===== config.mk =====
export PLATFORM = sky130hd
export DESIGN_NAME = denormalizer
export DESIGN_NICKNAME = d
export VERILOG_FILES = /design/src/rtl/denormalizer.sv
export SDC_FILE = /design/constraint.sdc
export NUM_CORES = 1
export LEC_CHECK = 0
export CORE_MARGIN = 2
export CORE_UTILIZATION = 40
export CTS_CLUSTER_DIAMETER = 30
export DETAILED_ROUTE_END_ITERATION = 6
export MAX_ROUTING_LAYER = met4
export PLACE_DENSITY = 0.6
export SLEW_MARGIN = 30
export SYNTH_ARGS = -nofsm -noshare
export SYNTH_HDL_FRONTEND = slang
export SYNTH_SLANG_ARGS = --single-unit

===== constraint.sdc =====
create_clock -name i_clk -period 13.8 [get_ports i_clk]
set_input_delay 2.07 -clock i_clk [delete_from_list [all_inputs] [get_ports i_clk]]
set_output_delay 2.07 -clock i_clk [all_outputs]
set_load 0.01 [all_outputs]

===== src/rtl/denormalizer.sv =====
// Denormalizer: reconstructs eight signed integer samples as norm*STD + MEAN, saturated, one channel per cycle.
// Latency: o_finished pulses 8 cycles after the accepting edge; o_data commits on that same edge.
// Backpressure: none; i_start is ignored while busy. Optional DENORM_ROUND_EN selects round-half-away-from-zero.
module denormalizer (
    input  logic               i_clk,
    input  logic               i_rst_n,
    input  logic               i_start,
    input  logic signed [15:0] i_norm [0:7],
    output logic signed [15:0] o_data [0:7],
    output logic               o_busy,
    output logic               o_finished
);

    localparam logic signed [15:0] MEAN [0:7] = '{
        16'sh0305, -16'sh0058, 16'sh0101, 16'sh013E,
        16'sh0144,  16'sh014E, 16'sh0154, 16'sh0133
    };
    localparam logic signed [15:0] STD [0:7] = '{
        16'sh01F1, 16'sh00FD, 16'sh0110, 16'sh0013,
        16'sh002D, 16'sh002B, 16'sh0024, 16'sh0029
    };

    typedef enum logic [1:0] {IDLE, CALC, DONE} state_t;

    state_t             state, state_nxt;
    logic        [2:0]  k;
    logic signed [15:0] norm_q [0:7];
    logic signed [15:0] shadow [0:7];

    logic signed [31:0] prod;
    logic signed [31:0] mag;
    logic signed [31:0] shifted;
    logic signed [31:0] q;
    logic signed [32:0] sum;
    logic signed [15:0] r_sat;

    // Magnitude is shifted so negative products truncate (or round) toward/away from zero symmetrically.
    always_comb begin
        prod = 32'(norm_q[k]) * 32'(STD[k]);
        mag  = (prod < 0) ? -prod : prod;
`ifdef DENORM_ROUND_EN
        shifted = (mag + 32'sd128) >>> 8;
`else
        shifted = mag >>> 8;
`endif
        q   = (prod < 0) ? -shifted : shifted;
        sum = 33'(q) + 33'(MEAN[k]);
        if (sum > 33'sd32767)
            r_sat = 16'sh7FFF;
        else if (sum < -33'sd32768)
            r_sat = -16'sh8000;
        else
            r_sat = sum[15:0];
    end

    always_comb begin
        state_nxt = state;
        case (state)
            IDLE:    if (i_start) state_nxt = CALC;
            CALC:    if (k == 3'd7) state_nxt = DONE;
            DONE:    state_nxt = IDLE;
            default: state_nxt = IDLE;
        endcase
    end

    assign o_busy = (state != IDLE);

    always_ff @(posedge i_clk or posedge i_rst_n) begin
        if (i_rst_n) begin
            state      <= IDLE;
            k          <= 3'd0;
            o_finished <= 1'b0;
            for (int i = 0; i < 8; i++) begin
                norm_q[i] <= '0;
                shadow[i] <= '0;
                o_data[i] <= '0;
            end
        end else begin
            state      <= state_nxt;
            o_finished <= 1'b0;
            case (state)
                IDLE: begin
                    if (i_start) begin
                        norm_q <= i_norm;
                        k      <= 3'd0;
                    end
                end
                CALC: begin
                    shadow[k] <= r_sat;
                    k         <= k + 3'd1;
                    // Channel 7's result has not reached the shadow yet, so it is taken directly.
                    if (k == 3'd7) begin
                        for (int i = 0; i < 7; i++)
                            o_data[i] <= shadow[i];
                        o_data[7]  <= r_sat;
                        o_finished <= 1'b1;
                    end
                end
                default: ;
            endcase
        end
    end

endmodule


==> out/results.txt, run 1 <==
Dominant register cell in the synthesized netlist: sky130_fd_sc_hd__dfrtp_1. The part of the cycle the worst path needs is 0.9555, and the worst slew margin relative to its limit is 0.3107. Data arrives at the worst endpoint at 13680 ps. The global routing usage summed across all routing layers is 0.2364, and the Yosys warning count is 0. The worst path in the final design needs a cycle of 13190 ps, including I/O delays and setup. Share of post-route cells with drive strength above 1: 0.1380. The root buffer selected by CTS is sky130_fd_sc_hd__clkbuf_16.

Counting instances in the post-synthesis netlist gives the leading cell types as 506 x sky130_fd_sc_hd__nand2_1, 374 x sky130_fd_sc_hd__dfrtp_1, 216 x sky130_fd_sc_hd__nor2_1, 202 x sky130_fd_sc_hd__inv_1, 141 x sky130_fd_sc_hd__ha_1. The top-level port count is 261. Setup repair after global routing left no endpoint under its margin. The number of clock sinks is 374. After routing, the total negative slack on setup checks comes to 0 ps.

The die extent in x works out to 252.9 microns. In this run, the number of DRC markers left after iteration 0 of detailed routing was 1206. The number of flops mapped to enable cells by yosys came out at 0. The number of nets in the synthesized netlist is 2998, and the final setup skew is 51.52 ps. Clock slew at the register clock pins of the worst setup and hold paths: 50 ps. The min-delay analysis places its worst path in the category reg2reg. The count of endpoints failing setup in the final report is 0, and the per-cell routed wire length is 19.40 microns.

The run gives 0.3778 as the part of the Yosys area used for sequential elements. The starting density of the core was 0.4029. TritonCTS built the clock tree. At the pin with the least slew margin, the transition time is 1030 ps.

The top-area cell type share of the netlist area is 0.3778, and the required time at the endpoint of the critical path is 14290 ps. After legalization and detailed placement, the total HPWL measured 55.12 mm. The count of different cell masters after synthesis is 84, and the count of TritonRoute iterations in the first routing pass is 5. The pin count of the biggest net entering global routing came out at 176. The largest individual stage delay along the critical path comes from the cell sky130_fd_sc_hd__or4_4.

The later-pin clock latency in the skew report is 630 ps, and the global-route congestion overflow total is 0. The top achievable clock speed came out at 75.84 MHz. The tools report the slack of the worst reg-to-reg path as 610 ps.

Once detail routing completed, the nets flagged for antenna violations numbered 0. The area growth from synthesis to layout works out to 26.71%. The floorplan has 91 rows. On the worst path, the slowest cell contributes a delay of 630 ps. The level count of the clock H-tree is 3.

The most common cell in the synthesized netlist is sky130_fd_sc_hd__nand2_1. The leading area contributor after synthesis was sky130_fd_sc_hd__dfrtp_1. The cell repeated most along the worst path is sky130_fd_sc_hd__fa_1. The tools report the initial antenna violation count as 0.

The die covers 0.06394 sq mm. For the wire length of the first global-routing pass, the log shows 115.9 mm. The y dimension of the die is 252.9 microns, and the highest fanout seen on the critical path is 24. The via-per-instance ratio is 5.380. The repair_antennas step left the layout with diodes totalling 0. The run finished with clean final reports. After detailed routing, the total wire length is 72.52 mm. The cell area that synthesis handed to floorplanning was 0.02477 sq mm. The number of hold buffers added after CTS was 0.

Each instance of the synthesized netlist takes up on average 9.543 sq um. The number of global-route vias before repair was 20590. The final hold violation count is 0, and the total of max-cap violations is 0.

The number of storage elements in the synthesis netlist was 374. The port buffer count is 260. Yosys attributes the largest share of cell area to sky130_fd_sc_hd__dfrtp_1 38%, sky130_fd_sc_hd__fa_1 11%, sky130_fd_sc_hd__nand2_1 7.7%. In the routed design, unresolved DRC markers number 0. Kind of launch point of the worst setup path: a flop.

The share of flip-flops with an asynchronous set or reset after synthesis is 1.000, and the number of vias after detailed routing is 20110. The tools report the post-layout net count as 3284. Core footprint: 0.06148 sq mm. The logs give 0 for the max-slew violation count and 80 for the number of CTS-inserted buffers. The maximum number of buffers from clock root to sink was 3; the final weighted congestion in routability-driven placement was 0.9058.

The tools report the endpoint kind of the worst setup timing path as a flop. In the synthesized netlist, the number of instances is 2596. By startpoint and endpoint, the worst setup path is classified as reg2reg.
==> critical path: cells and delay by family, from the launching register on <==
family,cells,cell delay [ps]
fa+ha+maj,8,3650
buf+inv,8,1200
flops,1,430
compound gates,14,3790
xor+xnor,1,140
simple gates,13,3810
==> stage by stage <==
step | std cells | instance area (sq um) | util | setup WS (ps) | hold WS (ps)
2_1_floorplan | 2596 | 24770 | - | 52.46 | 438.0
3_3_place_gp | 3588 | 28420 | 0.4622 | 582.7 | 449.9
3_5_place_dp | 3588 | 28460 | 0.4629 | 188.4 | 455.7
4_1_cts | 3737 | 31270 | 0.5086 | 109.1 | 461.5
5_1_grt | 3739 | 31390 | 0.5105 | 4.616 | 462.9
6_report | 3739 | 31390 | 0.5105 | 614.0 | 465.2
==> state kept, by name, indices dropped and copies added (netlist names) <==
name and cells:
shadow 112, state 2, k 3, o_data 128, norm_q 128, o_finished 1
==> placed cells by master (no fill, tap or decap), types with 52 or more instances in the layout <==
cell type	count
sky130_fd_sc_hd__a311oi_1	52
sky130_fd_sc_hd__ha_1	139
sky130_fd_sc_hd__clkbuf_16	80
sky130_fd_sc_hd__inv_1	200
sky130_fd_sc_hd__dfrtp_1	373
sky130_fd_sc_hd__clkdlybuf4s50_1	260
sky130_fd_sc_hd__nor2_1	214
sky130_fd_sc_hd__mux2_2	133
sky130_fd_sc_hd__o21ai_0	83
sky130_fd_sc_hd__nand2_1	505
sky130_fd_sc_hd__fa_1	128
sky130_fd_sc_hd__a21oi_1	91
==> cell families (layout without fill, tap and decap cells) <==
group	Yosys count	in the layout	synth area share
flops	374	374	0.3778
mux	191	191	0.09146
fa+ha+maj	271	271	0.1763
compound gates	427	427	0.1168
buf+inv	319	672	0.04934
simple gates	961	961	0.1696
xor+xnor	53	53	0.01874
==> what timing repair did <==
| item | 4_1_cts | 5_1_grt |
|---|---|---|
| setup buffers | 0 | 1 |
| hold endpoints to repair | 0 | 0 |
| resized for setup | 0 | 20 |
| endpoints found under the setup margin | 0 | 120 |
==> layer usage <==
metal	share of wire	global-route usage	wire length (microns)
met3	0.049	0.03649	3524
met4	0.022	0.06306	1615
met1	0.44	0.3020	31890
met5	0	-	0
met2	0.49	0.3924	35490
==> final cells by class <==
cell class | count | area, sq um
Timing Repair Buffer | 318 | 3105
Tap cell | 790 | 988.4
Clock buffer | 106 | 2230
Multi-Input combinational cell | 1903 | 14340
Clock inverter | 43 | 580.6
Fill cell | 5566 | 30090
Sequential cell | 374 | 9363
Inverter | 205 | 788.3
==> worst paths after layout <==
kind / start / to / depth (start not counted)
worst max-delay path: k[1]$_DFFE_PP0P_ / shadow[82]$_DFFE_PP0P_ / 44
worst min register to register: shadow[86]$_DFFE_PP0P_ / o_data[86]$_DFFE_PP0P_ / 2
min in group asynchronous: i_rst_n / norm_q[48]$_DFFE_PP0P_ / 2
worst max register to register: k[1]$_DFFE_PP0P_ / shadow[82]$_DFFE_PP0P_ / 44
max in group asynchronous: i_rst_n / o_data[78]$_DFFE_PP0P_ / 5
worst min-delay path: shadow[86]$_DFFE_PP0P_ / o_data[86]$_DFFE_PP0P_ / 2
Power of run 1 is not shown: default switching activity piles up to over one toggle a cycle in this logic, so the estimate is an artifact.
==> run 2: changes to the inputs <==
--- a/config.mk
+++ b/config.mk
@@ -5,6 +5,7 @@
 export SDC_FILE = /design/constraint.sdc
 export NUM_CORES = 1
 export LEC_CHECK = 0
+export CAP_MARGIN = 20
 export CORE_MARGIN = 2
 export CORE_UTILIZATION = 40
 export CTS_CLUSTER_DIAMETER = 30
==> results of run 2 <==
No change in the layout: final DEF, timing and power equal those of run 1.
Power of run 2 is left out for the same reason.
==> run 3: changes to the inputs <==
--- a/config.mk
+++ b/config.mk
@@ -10,7 +10,6 @@
 export CORE_UTILIZATION = 40
 export CTS_CLUSTER_DIAMETER = 30
 export DETAILED_ROUTE_END_ITERATION = 6
-export MAX_ROUTING_LAYER = met4
 export PLACE_DENSITY = 0.6
 export SLEW_MARGIN = 30
 export SYNTH_ARGS = -nofsm -noshare
==> run 3 against run 2 <==
  * Die area unchanged
  * Utilization increased by 0.23 points
  * Non-clock buffer count increased by 7
  * Critical path type unchanged
  * Critical endpoint is now shadow[88]$_DFFE_PP0P_
==> out/results.txt, run 3 (synthesis results as in run 1) <==
The layout filler cell count was 5576 (was 5566). Biggest cell delay along the critical path: 640 ps (was 630 ps). The starting density of the core is 0.4029 (unchanged), and the y dimension of the die is 252.9 microns (unchanged). For the top-level port count, the log shows 261 (unchanged). The die extent in x is 252.9 microns (unchanged), and the share of post-route cells with drive strength above 1 is 0.1416 (was 0.1380). The per-cell routed wire length is 19.10 microns (was 19.40 microns). The total of max-cap violations is 0 (unchanged), and the count of endpoints failing setup in the final report is 0 (unchanged).

The tools report the final hold violation count as 0 (unchanged). The most common library cell in the layout ignoring fill and taps was sky130_fd_sc_hd__nand2_1 (unchanged). The tools report the endpoint kind of the worst setup timing path as a flop (unchanged). The cell repeated most along the worst path is sky130_fd_sc_hd__fa_1 (unchanged). The wire length reported by the detailed router was 71.49 mm (was 72.52 mm). The max-slew violation count came out at 0 (unchanged). Kind of launch point of the worst setup path: a flop (unchanged). The logs give 3292 (was 3284) for the post-layout net count and 20080 (was 20110) for the number of vias after detailed routing. The summed area of non-filler cells in the final layout is 0.03153 sq mm (was 0.03139 sq mm). For the number of CTS-inserted buffers, the log shows 81 (was 80). Regs by FF count: norm_q: 128 flops, o_data: 128 flops, shadow: 112 flops (unchanged). The number of standard-cell rows in the floorplan was 91 (unchanged). The root buffer selected by CTS is sky130_fd_sc_hd__clkbuf_16 (unchanged).

The run gives 0.02852 sq mm (was 0.02846 sq mm) as the total placed instance area. The utilization of the core after routing is 0.5129 (was 0.5105), and the die footprint is 0.06394 sq mm (unchanged). The run finished with clean final reports. The wire length of the first global-routing pass came out at 114.8 mm (was 115.9 mm). The path type of the worst setup path was reg2reg (unchanged). The count of nets left with antenna violations after detail routing is 0 (unchanged), and the clock slew at the register clock pins of the worst setup and hold paths is 50 ps (about the same).

TritonCTS built the clock tree. For the global-route congestion overflow total, the log shows 0 (unchanged). The final period demand of the worst path is 13160 ps (was 13190 ps). Top achievable clock speed: 75.98 MHz (was 75.84 MHz).

The routed metal-1 wirelength was 30.65 mm (was 31.89 mm). The run gives 374 (unchanged) as the number of clock sinks. The number of antenna repair diodes came out at 0 (unchanged).

The logs give 0.3748 (was 0.3107) for the worst slew margin relative to its limit and 13680 ps (about the same) for the arrival time at the worst endpoint. The run gives 0 (unchanged) as the residual DRC count. The logs give 1 (was 0) for the initial antenna violation count and 3 (unchanged) for the maximum number of buffers from clock root to sink. The highest layer used for signal routing is met5 (was met4). The logs give 640 ps (was 610 ps) for the slack of the worst reg-to-reg path and 14320 ps (was 14290 ps) for the required time at the endpoint of the critical path.

Transition time at the pin with the least slew margin: 934.4 ps (was 1030 ps). The count of TritonRoute iterations in the first routing pass was 5 (unchanged). Part of the cycle the worst path needs: 0.9537 (was 0.9555).

The setup TNS is 0 ps (unchanged). The run gives 35.30 mm (was 35.49 mm) as the routed wire length on met2. The highest fanout seen on the critical path was 28 (was 24); the routed length on met3 was 3.814 mm (was 3.524 mm). The tools report the final setup skew as 60.49 ps (was 51.52 ps). The global routing usage summed across all routing layers is 0.2263 (was 0.2364).

The core footprint was 0.06148 sq mm (unchanged); the via-per-instance ratio was 5.365 (was 5.380). Commonest cells after routing, fill and taps aside: 505 x sky130_fd_sc_hd__nand2_1, 373 x sky130_fd_sc_hd__dfrtp_1, 260 x sky130_fd_sc_hd__clkdlybuf4s50_1, 214 x sky130_fd_sc_hd__nor2_1, 201 x sky130_fd_sc_hd__inv_1 (was 505 x sky130_fd_sc_hd__nand2_1, 373 x sky130_fd_sc_hd__dfrtp_1, 260 x sky130_fd_sc_hd__clkdlybuf4s50_1, 214 x sky130_fd_sc_hd__nor2_1, 200 x sky130_fd_sc_hd__inv_1). The run gives 0.8761 (was 0.9058) as the final weighted congestion in routability-driven placement. For the pin count of the biggest net entering global routing, the log shows 172 (was 176). Port buffer count: 260 (unchanged). For the placed wire-length estimate, the log shows 54.33 mm (was 55.12 mm). The post-cts hold buffer count is 0 (unchanged). The number of DRC violations after detailed-routing iteration 0 came out at 1433 (was 1206).

The path category of the worst min-delay check was reg2reg (unchanged). The later-pin clock latency in the skew report was 640 ps (was 630 ps). The number of global-route vias before repair came out at 20810 (was 20590).

Level count of the clock H-tree: 3 (unchanged). The area growth from synthesis to layout works out to 27.29% (was 26.71%). Slowest stage cell on the critical path: sky130_fd_sc_hd__or4_4 (unchanged).
-- run 3: final cells by class --
class                   instances  area, sq um  area share
inverters                     205        784.5     0.02488
repair buffers                325         3209      0.1018
clock buffers                  98         2212     0.07015
well taps                     790        988.4     0.03135
multi-input cells            1903        14340      0.4547
flip-flops and latches        374         9363      0.2969
clock inverters                48        638.1     0.02024
-- run 3: metal layers --
layer  track usage  up-vias
met4       0.06103        2
met2        0.3953      595
met5             0        -
met3       0.03896      106
met1        0.2890     9902
li1              -     9475
-- run 3: path summary, 6_finish.rpt --
path | end | cells after the start | start
max in group asynchronous | shadow[103]$_DFFE_PP0P_ | 4 | i_rst_n
min in group asynchronous | norm_q[32]$_DFFE_PP0P_ | 2 | i_rst_n
worst min-delay path | o_data[119]$_DFFE_PP0P_ | 2 | shadow[119]$_DFFE_PP0P_
worst max register to register | shadow[88]$_DFFE_PP0P_ | 42 | k[0]$_DFFE_PP0P_
worst max-delay path | shadow[88]$_DFFE_PP0P_ | 42 | k[0]$_DFFE_PP0P_
worst min register to register | o_data[119]$_DFFE_PP0P_ | 2 | shadow[119]$_DFFE_PP0P_
-- run 3: stage by stage --
stage          hold slack, ps  std cells  worst slack (ps)
2_1_floorplan           438.0       2596             52.46
3_3_place_gp            451.6       3593             398.5
3_5_place_dp            459.1       3593             152.4
4_1_cts                 466.0       3739             124.3
5_1_grt                 489.1       3743            -29.90
6_report                463.4       3743             638.6
-- run 3: critical path, delay by kind of cell, from the launching register on --
kind | cells | cell delay [ps]
XOR/XNOR | 1 | 90
buffers and inverters | 6 | 880
multiplexers | 1 | 430
flip-flops | 1 | 560
AO/OA/AOI/OAI | 14 | 3800
AND/OR/NAND/NOR | 12 | 3610
adder cells (fa/ha/maj) | 8 | 3620
-- run 3: repair_timing --
item,4_1_cts,5_1_grt
gates resized for setup,0,16
setup buffers,0,2
endpoints found under the setup margin,0,120
Power of run 3 is left out for the same reason.
